### src/rtl/sdram_rmw_bridge.sv
// sdram_rmw_bridge: 16-bit CPU accesses onto 32-bit SDRAM word pulses, with a one-word read buffer and read-modify-write for partial writes
//   clk, rst_n                   clock and synchronous active-low reset
//   cpu_req/we/addr/be/wdata     CPU request, held until cpu_ack
//   cpu_rdata/ack/err            completion pulse, read halfword, timeout flag
//   sd_address/req_read/req_write/wdata   word request to the controller
//   sd_rdata/data_valid/write_complete    controller responses (rising edges complete)
module sdram_rmw_bridge #(
    parameter int TIMEOUT = 255
) (
    input  logic        clk,
    input  logic        rst_n,
    input  logic        cpu_req,
    input  logic        cpu_we,
    input  logic [23:0] cpu_addr,
    input  logic [1:0]  cpu_be,
    input  logic [15:0] cpu_wdata,
    output logic [15:0] cpu_rdata,
    output logic        cpu_ack,
    output logic        cpu_err,
    output logic [23:0] sd_address,
    output logic        sd_req_read,
    output logic        sd_req_write,
    output logic [31:0] sd_wdata,
    input  logic [31:0] sd_rdata,
    input  logic        sd_data_valid,
    input  logic        sd_write_complete
);
    localparam int CW = $clog2(TIMEOUT + 1);

    typedef enum logic [2:0] {IDLE, RD_ISSUE, RD_WAIT, MERGE, WR_ISSUE, WR_WAIT, ACK} state_t;

    state_t        state, state_nxt;
    logic [23:0]   addr;
    logic          we;
    logic [1:0]    be;
    logic [15:0]   wdata;
    logic [31:0]   buf_data;
    logic [22:0]   buf_tag;
    logic          buf_vld;
    logic          dv_prev, wc_prev, ack_prev, err;
    logic [CW-1:0] cnt;
    logic          hit, accept, rd_done, wr_done, waiting, expired;
    logic [15:0]   half, merged_half;
    logic [31:0]   merged;

    always_comb begin
        hit         = buf_vld && buf_tag == cpu_addr[23:1];
        // the request is still high in the cycle after ack; that is not a new access
        accept      = cpu_req && !ack_prev;
        rd_done     = sd_data_valid && !dv_prev;
        wr_done     = sd_write_complete && !wc_prev;
        waiting     = state == RD_WAIT || state == WR_WAIT;
        expired     = cnt == CW'(TIMEOUT - 1);
        half        = addr[0] ? buf_data[31:16] : buf_data[15:0];
        merged_half = {be[1] ? wdata[15:8] : half[15:8], be[0] ? wdata[7:0] : half[7:0]};
        merged      = addr[0] ? {merged_half, buf_data[15:0]} : {buf_data[31:16], merged_half};
    end

    always_ff @(posedge clk) begin
        if (!rst_n) state <= IDLE;
        else        state <= state_nxt;
    end

    always_comb begin
        state_nxt = state;
        case (state)
            IDLE:     if (accept) state_nxt = !cpu_we ? (hit ? ACK : RD_ISSUE) :
                                              cpu_be == 2'b00 ? ACK : hit ? MERGE : RD_ISSUE;
            RD_ISSUE: state_nxt = RD_WAIT;
            RD_WAIT:  state_nxt = rd_done ? (we ? MERGE : ACK) : expired ? ACK : RD_WAIT;
            MERGE:    state_nxt = WR_ISSUE;
            WR_ISSUE: state_nxt = WR_WAIT;
            WR_WAIT:  state_nxt = (wr_done || expired) ? ACK : WR_WAIT;
            ACK:      state_nxt = IDLE;
            default:  state_nxt = IDLE;
        endcase
    end

    always_comb begin
        cpu_ack      = state == ACK;
        cpu_err      = cpu_ack && err;
        cpu_rdata    = (cpu_ack && !we && !err) ? half : 16'h0000;
        sd_req_read  = state == RD_ISSUE;
        sd_req_write = state == WR_ISSUE;
        sd_address   = {addr[23:1], 1'b0};
    end

    always_ff @(posedge clk) begin
        if (!rst_n) begin
            addr     <= '0;
            we       <= 1'b0;
            be       <= '0;
            wdata    <= '0;
            err      <= 1'b0;
            buf_data <= '0;
            buf_tag  <= '0;
            buf_vld  <= 1'b0;
            dv_prev  <= 1'b0;
            wc_prev  <= 1'b0;
            ack_prev <= 1'b0;
            cnt      <= '0;
            sd_wdata <= '0;
        end else begin
            dv_prev  <= sd_data_valid;
            wc_prev  <= sd_write_complete;
            ack_prev <= cpu_ack;
            // zero on the first wait cycle, so the wait lasts TIMEOUT cycles
            cnt      <= waiting ? cnt + CW'(1) : '0;
            if (state == IDLE && accept) begin
                addr  <= cpu_addr;
                we    <= cpu_we;
                be    <= cpu_be;
                wdata <= cpu_wdata;
                err   <= 1'b0;
            end
            // a completion edge in the expiry cycle still wins
            if (state == RD_WAIT && rd_done) begin
                buf_data <= sd_rdata;
                buf_tag  <= addr[23:1];
                buf_vld  <= 1'b1;
            end else if (waiting && expired && !(state == WR_WAIT && wr_done)) begin
                buf_vld <= 1'b0;
                err     <= 1'b1;
            end
            // write-through: the buffer keeps the merged word
            if (state == MERGE) begin
                buf_data <= merged;
                sd_wdata <= merged;
            end
        end
    end
endmodule
### config.mk
export PLATFORM = sky130hd
export DESIGN_NAME = sdram_rmw_bridge
export DESIGN_NICKNAME = d
export VERILOG_FILES = /design/src/rtl/sdram_rmw_bridge.sv
export SDC_FILE = /design/constraint.sdc
export NUM_CORES = 1
export LEC_CHECK = 0
export BUFFER_PORTS_ARGS = -buffer_cell sky130_fd_sc_hd__buf_2
export CAP_MARGIN = 0
export CELL_PAD_IN_SITES_DETAIL_PLACEMENT = 0
export CELL_PAD_IN_SITES_GLOBAL_PLACEMENT = 1
export CORE_ASPECT_RATIO = 1.4
export CORE_MARGIN = 5
export CORE_UTILIZATION = 40
export DETAILED_ROUTE_END_ITERATION = 8
export HOLD_SLACK_MARGIN = 0.1
export PLACE_DENSITY = 0.89
export REMOVE_ABC_BUFFERS = 1
export SETUP_SLACK_MARGIN = 0.2
export SYNTH_ARGS = -nofsm -noshare
export SYNTH_HDL_FRONTEND = slang
export SYNTH_SLANG_ARGS = --single-unit
export TNS_END_PERCENT = 20
### constraint.sdc
create_clock -name clk -period 2.13 [get_ports clk]
set_input_delay 0.213 -clock clk [delete_from_list [all_inputs] [get_ports clk]]
set_output_delay 0.213 -clock clk [all_outputs]
set_load 0.05 [all_outputs]
==> summary.md, run 1 <==
| Metric | Value |
|---|---|
| Sink Count | ~150 |
| Final Power | slightly above 7 mW |
| Initial antenna violation count | 0 |
| Clock root buffer | clkbuf_16 |
| Clock skew | ~27 ps |
| Status | completed |
| Worst Setup End Kind | primary output |
| First-pass GRT wire length | ~30000 um |
| Tmin final | 1899 ps |
| Fin crit share | 0.8914 |
| Top-count cell post-synth | nand2_1 |
| Final Hold Violating Endpoints | 0 |
| Remaining global-route overflow | 0 |
| Data required time of the critical path | approximately 1900 ps |
| Area grow syn2layout | 34.44% |
| First-pass DRT Iterations | 4 |
| Critical path fanouts, max | 6 |
| Routed WL | around 19000 um |
| Per-cell routed wire length | 15.48 um |
| Vias per inst | between 4 and 5 |
| Total GRT Usage | 0.1912 |
| Synth cell count leaders | nand2_1 (167), dfxtp_1 (146), nor2_1 (99), a21boi_2 (38), nand2_2 (38) |
| Largest cells by area after synthesis | dfxtp_1 (43%), nand2_1 (9.2%), a21boi_2 (6.3%) |
| CTS max path bufs | 2 |
| DR vias | about 6000 |
| Sequential element share of the synthesized area | 0.4298 |
| Number of distinct library cells after synthesis | 47 |
| Slew headroom | 0.5634 |
| Antenna viol nets, final | 0 |
| HP Class | input port to flop |
| Crit-path cells | buf_4, mux2i_2, nor2_4, buf_6 |
| Area leader, netlist | dfxtp_1 |
| P_leak | 3.606 nW |
| CTS buffer count | 17 |
| WHS | about 170 ps |
| Core area | approximately 17000 um2 |
| Die area | between 15000 and 20000 um2 |
| Post-Synthesis Cells | 790 |
| Max Slew Vio Count | 0 |
| Initial Util | 0.4061 |
| TNS Setup | 0 ps |
| Pwr/cell area | approximately 780 nW/um2 |
| Fmax | ~0.53 GHz |
| CP max stage delay | 460 ps |
| Worst-path clk slew | around 60 ps |
| Synth Flop Type | dfxtp_1 |
| Slowest CP cell | dfxtp_1 |
| CTS H-tree lvls | 4 |
| EDFF count, synth | 0 |
| 1st-iter DRT viols | 296 |
| Boundary Pins | 156 |
| Skew-Pair Late Insertion Delay | approximately 420 ps |
| Std cell rows | 56 |
| CP Buf/Inv Count | 2 |
| WS Path Type | flop to primary output |
| Final setup viols | 0 |
| Worst vdd ir | 411.7 uV |
| Drt drc | 0 |
| Share of layout cells above drive strength 1 | 0.3479 |
| Chip Width | roughly 120 um |
| Ys Warns | 0 |
| Layout Nets | ~1100 |
| TritonCTS clock tree | done |
| Post-Syn Area per Cell | ~8.6 um2 |
| Pre-CTS WS | approximately 350 ps |
| Unrepaired setup endpoints after global routing | true |
| Share of the synthesized area in the top cell type | 0.4298 |
| Port buffer count | about 150 |
| Slew @ Worst Pin | around 650 ps |
| GP Congestion | between 0.8 and 0.9 |
| Fraction of registers with async set or reset after synthesis | 0 |
| Die height | approximately 160 um |
| Max-cap violations | 0 |
| Seq cells post-synth | about 150 |
| Final HPWL DP | 12430 um |
| Number of global-route vias before repair | roughly 6100 |
| CP top delay family | flip-flops |
| Mapped cell area | approximately 7000 um2 |
| Largest net degree at the start of global routing | 65 |
| Crit path DAT | between 1500 and 2000 ps |
| CP Launch Type | flop |
| Slack of the critical path | around 230 ps |
-- final timing paths --
kind | startpoint | end | slack (ps) | cells after the start
max | addr[0]$_SDFFE_PN0P_ | cpu_rdata[1] | 230 | 4
min reg2reg | sd_wdata[3]$_SDFFE_PN0P_ | sd_wdata[3]$_SDFFE_PN0P_ | 460 | 2
min | rst_n | buf_tag[5]$_SDFFE_PN0P_ | 170 | 2
max reg2reg | state[2]$_SDFFE_PN0P_ | buf_data[7]$_SDFFE_PN0P_ | 300 | 7
-- cell type report --
cell class,count,area [um2]
flip-flops and latches,146,2928
fillers,1542,7604
clock buffers,22,474.2
multi-input cells,568,3501
clock inverters,10,107.6
well taps,203,254.0
inverters,3,13.76
repair buffers,257,1862
diodes,1,2.502
-- flip-flops by register name (all words and copies together), names as in the netlist, 2 cells and up --
signal,cells
buf_data,32
sd_wdata,32
addr,24
buf_tag,23
wdata,16
cnt,8
state,3
be,2
-- power by group --
part | internal [mW] | switching [mW] | leakage [nW]
registers | 2.87 | 0.104 | 1.19
logic | 0.497 | 0.754 | 2.14
clock network | 1.81 | 1.12 | 0.282
-- logic make-up (layout without fill, tap and decap cells) --
family,count (synthesis),after routing,synth area share
simple gates,341,341,0.2204
buf+inv,76,292,0.06679
fa+ha+maj,2,2,0.003679
mux,48,48,0.07654
flops,146,146,0.4298
xor+xnor,29,29,0.03735
compound gates,147,147,0.1649
other cells,1,2,0.0005514
-- cells in the final DEF (no fill, tap or decap), types with 2 or more instances in the layout --
cell           instances
clkbuf_1               2
nand3_1                4
clkinvlp_4             3
nand2_1              166
a21boi_0              15
ha_1                   2
buf_2                138
mux2_2                32
clkbuf_16             17
nand2b_1               2
clkinv_2               5
a21oi_1                2
dlygate4sd3_1         77
nand4_1                7
o31a_1                 2
nand3_2                2
nor2b_1                5
inv_1                  2
a21boi_1              13
and2_1                 5
xnor2_1               26
mux2i_2                2
dfxtp_1              144
o21ai_1               35
bufinv_16              2
nand2_2               39
buf_4                 24
nor2_4                 4
a31oi_1               34
xor2_1                 3
clkbuf_8               3
buf_6                 16
mux2i_1               14
nor2_2                13
buf_12                 2
a21boi_2              38
nor2_1                83
-- metal layers --
layer  GRT usage  vias to the layer above  share of wire
met5           0                        -              0
met4     0.07087                        0          0.017
met3     0.03686                       19          0.035
met2      0.3502                      142           0.54
met1      0.2193                     2864           0.41
li1            -                     3012              -
-- through the flow --
stage | cells | area [um2] | utilization
3_3_place_gp | 1099 | 7595 | 0.4535
2_1_floorplan | 717 | 6357 | -
6_report | 1210 | 9143 | 0.5460
5_1_grt | 1209 | 9140 | 0.5458
4_1_cts | 1208 | 9061 | 0.5411
3_5_place_dp | 1099 | 7595 | 0.4535
-- what timing repair did --
action	4_1_cts	5_1_grt
gates resized for setup	39	21
endpoints found under the hold margin	77	0
buffers inserted	0	1
setup endpoints to repair	16	17
hold buffers	77	0
pin swaps	0	0
Power figures use the tool's default switching activity.
==> inputs of run 2 (changes only) <==
==> constraint.sdc (replaced) <==
create_clock -name clk -period 1.8 [get_ports clk]
set_input_delay 0.18 -clock clk [delete_from_list [all_inputs] [get_ports clk]]
set_output_delay 0.18 -clock clk [all_outputs]
set_load 0.05 [all_outputs]
==> run 2 against run 1 <==
Routed wire length increased by 5.8%; flip-flop and latch count is the same; sequential power is 18% higher; combinational power rose by 30%; register-to-register slack got worse by 160 ps; clock skew down 23 ps; via count grew 1.5%; critical endpoint is now cpu_rdata[13]; highest routed layer unchanged.
==> summary.md, run 2 (synthesis results as in run 1) <==
| Metric | Value |
|---|---|
| Status | completed |
| Worst vdd ir | 567.9 uV |
| Max Slew Vio Count | 0 |
| WHS | around 210 ps |
| Worst-path clk slew | about 50 ps |
| Final setup viols | 0 |
| Boundary Pins | around 160 |
| Port buffer count | 154 |
| Clock skew | 4.801 ps |
| Remaining global-route overflow | 0 |
| HP Class | input port to flop |
| Initial Util | 0.4061 |
| Vias per inst | around 5.0 |
| 1st-iter DRT viols | a little under 300 |
| Core area | around 17000 um2 |
| CP Launch Type | flop |
| Pwr/cell area | between 800 and 900 nW/um2 |
| Area grow syn2layout | 41.95% |
| CP Buf/Inv Count | 3 |
| Die height | 164.3 um |
| Final Power | 8.435 mW |
| Fin crit share | 0.9604 |
| Worst Setup End Kind | primary output |
| First-pass DRT Iterations | 4 |
| Crit path DAT | around 1600 ps |
| Crit-path cells | inv_2, and3_4, nand2_8, buf_16, nor2_4, buf_8 |
| Fmax | 0.5784 GHz |
| Slowest CP cell | dfxtp_2 |
| Skew-Pair Late Insertion Delay | approximately 410 ps |
| Largest registers | buf_data: 32 flops, sd_wdata: 32 flops, addr: 24 flops |
| Commonest non-fill, non-tap cells in the layout | nand2_1 (165), dfxtp_1 (141), buf_2 (136) |
| Drt drc | 0 |
| Initial antenna violation count | 0 |
| GP Congestion | 0.8473 |
| Die area | around 20000 um2 |
| Sink Count | around 150 |
| Post-DP Area | between 7000 and 8000 um2 |
| CP top delay family | simple AND/OR/NAND/NOR gates |
| Chip Width | about 120 um |
| CTS max path bufs | 2 |
| Multi-input logic area | 3789 um2 |
| Antenna viol nets, final | 0 |
| Std cell rows | 56 |
| P_leak | 3.754 nW |
| Tmin final | ~1700 ps |
| First-pass GRT wire length | between 30000 and 40000 um |
| WS Path Type | flop to primary output |
| Data required time of the critical path | roughly 1600 ps |
| Register area | 2934 um2 |
| CP max stage delay | about 340 ps |
| Layout Nets | 1082 |
| Clock root buffer | clkbuf_16 |
| Fin area | ~9700 um2 |
| DR vias | about 6000 |
| Final HPWL DP | roughly 12000 um |
| Routed WL | around 20000 um |
| Antenna Cells | 0 |
| TritonCTS clock tree | done |
| Total GRT Usage | 0.1993 |
| Share of layout cells above drive strength 1 | 0.3762 |
| Most common cell after layout, fill and taps aside | nand2_1 |
| Number of global-route vias before repair | approximately 6300 |
| Unrepaired setup endpoints after global routing | true |
| Largest net degree at the start of global routing | 65 |
| Fill cell count | roughly 1500 |
| CTS H-tree lvls | 4 |
| Per-cell routed wire length | about 16 um |
| Critical path fanouts, max | 8 |
| CTS buffer count | 17 |
| Final Hold Violating Endpoints | 0 |
| Max-cap violations | 0 |
==> run 2: cell count changes in the layout (fill, tap and decap cells not counted), sizes merged <==
cell,change
dlygate4sd3,-3
buf,+6
clkinv,-3
diode,-1
clkbuf,+3
clkinvlp,-1
bufinv,-1
dlymetal6s4s,+3
==> run 2: cell type report <==
class / instances / share of cell area
clock buffers: 24 / 0.04990
clock inverters: 5 / 0.005703
inverters: 3 / 0.001167
multi-input cells: 568 / 0.3925
flip-flops and latches: 146 / 0.3040
well taps: 203 / 0.02631
repair buffers: 264 / 0.2205
==> run 2: worst paths after layout <==
path         cells past startpoint                        to  slack, ps                  start
min reg2reg                      2        be[0]$_SDFFE_PN0P_        460     be[0]$_SDFFE_PN0P_
max                              6             cpu_rdata[13]         70  state[0]$_SDFFE_PN0P_
max reg2reg                      4     addr[12]$_SDFFE_PN0P_        140  state[2]$_SDFFE_PN0P_
min                              2  buf_tag[20]$_SDFFE_PN0P_        210                  rst_n
==> run 2: what timing repair did <==
item                                    CTS  global route
buffers inserted                          2             3
endpoints found under the setup margin   60           134
cloned                                    1             1
endpoints found under the hold margin    77             0
gates resized for setup                 103            42
pin swaps                                 8            15
hold buffers                             77             0
==> run 2: worst register-to-register path, delay by kind of cell, from the launching register on <==
kind            cells  cell delay [ps]
simple gates        2              890
flops               1              360
buf+inv             1              240
compound gates      1               60
==> run 2: power by group <==
part | switching (mW) | total [mW] | internal, mW
Combinational | 0.953 | 1.63 | 0.676
Sequential | 0.133 | 3.53 | 3.40
Clock | 1.29 | 3.28 | 1.98
==> run 2: stage by stage <==
step                      setup TNS, ps  utilization  std cells  setup WS, ps
after floorplan                  -72340            -        717        -927.9
after global placement                0       0.4592       1100         171.3
after detailed placement              0       0.4592       1100         152.9
after CTS                             0       0.5626       1209         66.57
after global routing                  0       0.5764       1213         18.96
final                                 0       0.5764       1213         71.21
==> run 2: routing by layer <==
layer | wire, um | track usage | share of wire
met1 | 7958 | 0.2186 | 0.40
met2 | 10570 | 0.3681 | 0.53
met3 | 799 | 0.04547 | 0.040
met4 | 505 | 0.08129 | 0.025
met5 | 0 | 0 | 0
==> inputs of run 3 (changes only) <==
--- a/config.mk
+++ b/config.mk
@@ -5,18 +5,19 @@
 export SDC_FILE = /design/constraint.sdc
 export NUM_CORES = 1
 export LEC_CHECK = 0
+export ABC_AREA = 1
 export BUFFER_PORTS_ARGS = -buffer_cell sky130_fd_sc_hd__buf_2
 export CAP_MARGIN = 0
 export CELL_PAD_IN_SITES_DETAIL_PLACEMENT = 0
 export CELL_PAD_IN_SITES_GLOBAL_PLACEMENT = 1
 export CORE_ASPECT_RATIO = 1.4
 export CORE_MARGIN = 5
-export CORE_UTILIZATION = 40
+export CORE_UTILIZATION = 38
 export DETAILED_ROUTE_END_ITERATION = 8
 export HOLD_SLACK_MARGIN = 0.1
 export PLACE_DENSITY = 0.89
 export REMOVE_ABC_BUFFERS = 1
-export SETUP_SLACK_MARGIN = 0.2
+export SETUP_SLACK_MARGIN = 0.3
 export SYNTH_ARGS = -nofsm -noshare
 export SYNTH_HDL_FRONTEND = slang
 export SYNTH_SLANG_ARGS = --single-unit
==> run 3 against run 2 <==
Critical endpoint is now cpu_rdata[12]; combinational power up 31%; total power up 13%; global-route usage down 0.89 points; clock power up 12%; highest routed layer unchanged; synthesized cell count rose by 20%; worst hold slack worse by 85 ps.
==> summary.md, run 3 <==
| Metric | Value |
|---|---|
| GP Congestion | between 0.7 and 0.8 |
| Fin area | around 9000 um2 |
| CTS max path bufs | 2 |
| Slew @ Worst Pin | between 500 and 600 ps |
| First-pass GRT wire length | between 30000 and 40000 um |
| Skew-Pair Late Insertion Delay | between 400 and 500 ps |
| Seq cells post-synth | approximately 150 |
| Ys Warns | 0 |
| CTS H-tree lvls | 4 |
| Post-Route Utilization | 0.5336 |
| Unrepaired setup endpoints after global routing | true |
| Core area | approximately 17000 um2 |
| Std cell rows | 57 |
| CTS buffer count | 17 |
| Met1 WL | 8063 um |
| Initial Util | 0.3838 |
| Vias per inst | ~4.8 |
| Layout Nets | 1224 |
| Total GRT Usage | 0.1904 |
| Post-DP Area | around 7500 um2 |
| Mapped cell area | about 6600 um2 |
| P_leak | between 4 and 5 nW |
| Met3 Routed Length | between 900 and 1000 um |
| Slowest CP cell | dfxtp_2 |
| TNS Setup | 0 ps |
| Area leader, netlist | dfxtp_1 |
| Fin crit share | 0.9316 |
| Synth cell count leaders | o21ai_0 (189), nand2_1 (151), dfxtp_1 (146), a21oi_1 (131), nor2_1 (125) |
| Number of distinct library cells after synthesis | 33 |
| Max Slew Vio Count | 0 |
| Area grow syn2layout | 39.03% |
| Remaining global-route overflow | 0 |
| Boundary Pins | between 150 and 200 |
| Tmin final | about 1700 ps |
| Drt drc | 0 |
| Initial antenna violation count | 0 |
| Status | completed |
| Crit-path cells | nand2_2, nor2_4, nand3_2, buf_12, nor2_2, buf_6 |
| Die area | between 20000 and 25000 um2 |
| Crit path DAT | 1500 ps |
| Pwr/cell area | ~1000 nW/um2 |
| Antenna Cells | 0 |
| Largest net degree at the start of global routing | around 50 |
| Post-Synthesis Cells | between 900 and 1000 |
| CP Launch Type | flop |
| Share of the synthesized area in the top cell type | 0.4413 |
| WS Path Type | flop to primary output |
| Critical path fanouts, max | 16 |
| Top-count cell post-synth | o21ai_0 |
| Max Used Layer | met4 |
| Antenna viol nets, final | 0 |
| Fraction of registers with async set or reset after synthesis | 0 |
| Per-cell routed wire length | around 14 um |
| Post-Syn Area per Cell | about 7.0 um2 |
| Number of global-route vias before repair | between 6000 and 7000 |
| Synth Flop Type | dfxtp_1 |
| Worst Setup End Kind | primary output |
| Sink Count | approximately 150 |
| HP Class | input port to flop |
| Final setup viols | 0 |
| Max-cap violations | 0 |
| TritonCTS clock tree | done |
| Slew headroom | 0.6389 |
| Chip Width | 121.6 um |
| 1st-iter DRT viols | around 370 |
| Worst vdd ir | 634.5 uV |
| CP max stage delay | between 300 and 400 ps |
| First-pass DRT Iterations | 5 |
| Data required time of the critical path | between 1500 and 2000 ps |
| Sequential element share of the synthesized area | 0.4413 |
| Commonest non-fill, non-tap cells in the layout | o21ai_0 (162), nand2_1 (150), dfxtp_1 (141) |
| Fill cell count | between 1500 and 2000 |
| Most common cell after layout, fill and taps aside | o21ai_0 |
| Share of layout cells above drive strength 1 | 0.2210 |
| Pre-CTS WS | roughly 180 ps |
| Final Power | between 9 and 10 mW |
| Routed WL | ~20000 um |
| Largest cells by area after synthesis | dfxtp_1 (44%), o21ai_0 (14%), a21oi_1 (9.9%) |
| Fmax | 0.5963 GHz |
| Port buffer count | approximately 150 |
| Final Hold Violating Endpoints | 0 |
| Die height | about 170 um |
| WL met2 | 10070 um |
| Largest registers | buf_data: 32 flops, sd_wdata: 32 flops, addr: 24 flops |
| Clock skew | around 6.6 ps |
| Final HPWL DP | between 10000 and 15000 um |
| DR vias | between 6000 and 7000 |
| Slack of the critical path | ~120 ps |
| Worst-path clk slew | 60 ps |
| Clock root buffer | clkbuf_16 |
| EDFF count, synth | 0 |
run 3: cell count changes after synthesis, sizes merged, moves of 6 or more:
cell | before | now
clkbuf | 25 | 36
inv | 3 | 79
mux2i | 16 | 0
nand4 | 7 | 1
a21oi | 2 | 131
a31oi | 34 | 1
a21boi | 66 | 0
nand2 | 205 | 155
nor2 | 100 | 127
mux2 | 32 | 0
xnor2 | 26 | 2
o21ai | 36 | 199
run 3: report_power, final:
group | total [mW] | switching, mW | leakage, nW | internal (mW)
Clock | 3.66 | 1.35 | 0.298 | 2.32
Sequential | 3.75 | 0.210 | 1.19 | 3.54
Combinational | 2.14 | 1.39 | 2.51 | 0.749
Total | 9.55 | 2.94 | 4.00 | 6.61
run 3: kinds of logic (layout without fill, tap and decap cells):
| group | count (synthesis) | after routing | synth area share |
|---|---|---|---|
| compound gates | 334 | 334 | 0.2543 |
| xor+xnor | 3 | 3 | 0.003967 |
| fa+ha+maj | 2 | 2 | 0.003777 |
| buf+inv | 161 | 370 | 0.1147 |
| flops | 146 | 146 | 0.4413 |
| other cells | 1 | 1 | 0.0005661 |
| simple gates | 298 | 298 | 0.1815 |
run 3: final cells by class:
class / count / area (um2) / share of cell area
multi-input cells: 638 / 3028 / 0.3288
flip-flops and latches: 146 / 2932 / 0.3183
repair buffers: 258 / 2019 / 0.2193
clock buffers: 22 / 484.2 / 0.05258
inverters: 80 / 315.3 / 0.03424
well taps: 236 / 295.3 / 0.03207
clock inverters: 9 / 128.9 / 0.01399
repair inverters: 1 / 6.256 / 0.0006793
run 3: timing repair:
action,CTS,global route
endpoints found under the setup margin,104,149
gates cloned,0,3
pin swaps,3,3
gates resized for setup,69,54
buffers inserted,4,5
hold buffers,73,0
endpoints found under the hold margin,73,0
run 3: worst paths after layout:
path / slack [ps] / cells after the start / to / startpoint
hold reg to reg: 460 / 2 / sd_wdata[24]$_SDFFE_PN0P_ / sd_wdata[24]$_SDFFE_PN0P_
setup reg to reg: 260 / 8 / wdata[4]$_SDFFE_PN0P_ / state[2]$_SDFFE_PN0P_
hold / removal: 130 / 3 / buf_data[23]$_SDFFE_PN0P_ / sd_rdata[23]
setup / recovery: 120 / 6 / cpu_rdata[12] / state[1]$_SDFFE_PN0P_
run 3: critical path, delay by kind of cell (launching register included):
family                 cells  cell delay (ps)
buffers and inverters      2              350
flip-flops                 1              330
AND/OR/NAND/NOR            4              390
run 3: per-layer routing:
metal,up-vias,GRT usage
met1,3027,0.2186
met4,0,0.06728
li1,3459,-
met2,178,0.3432
met3,30,0.04089
met5,-,0
run 3: through the flow:
| stage | hold WS, ps | std cells |
|---|---|---|
| after detailed placement | 381.5 | 1274 |
| after floorplan | 273.5 | 864 |
| final | 126.9 | 1390 |
| after global routing | 140.6 | 1390 |
| after global placement | 372.1 | 1274 |
| after CTS | 111.5 | 1382 |
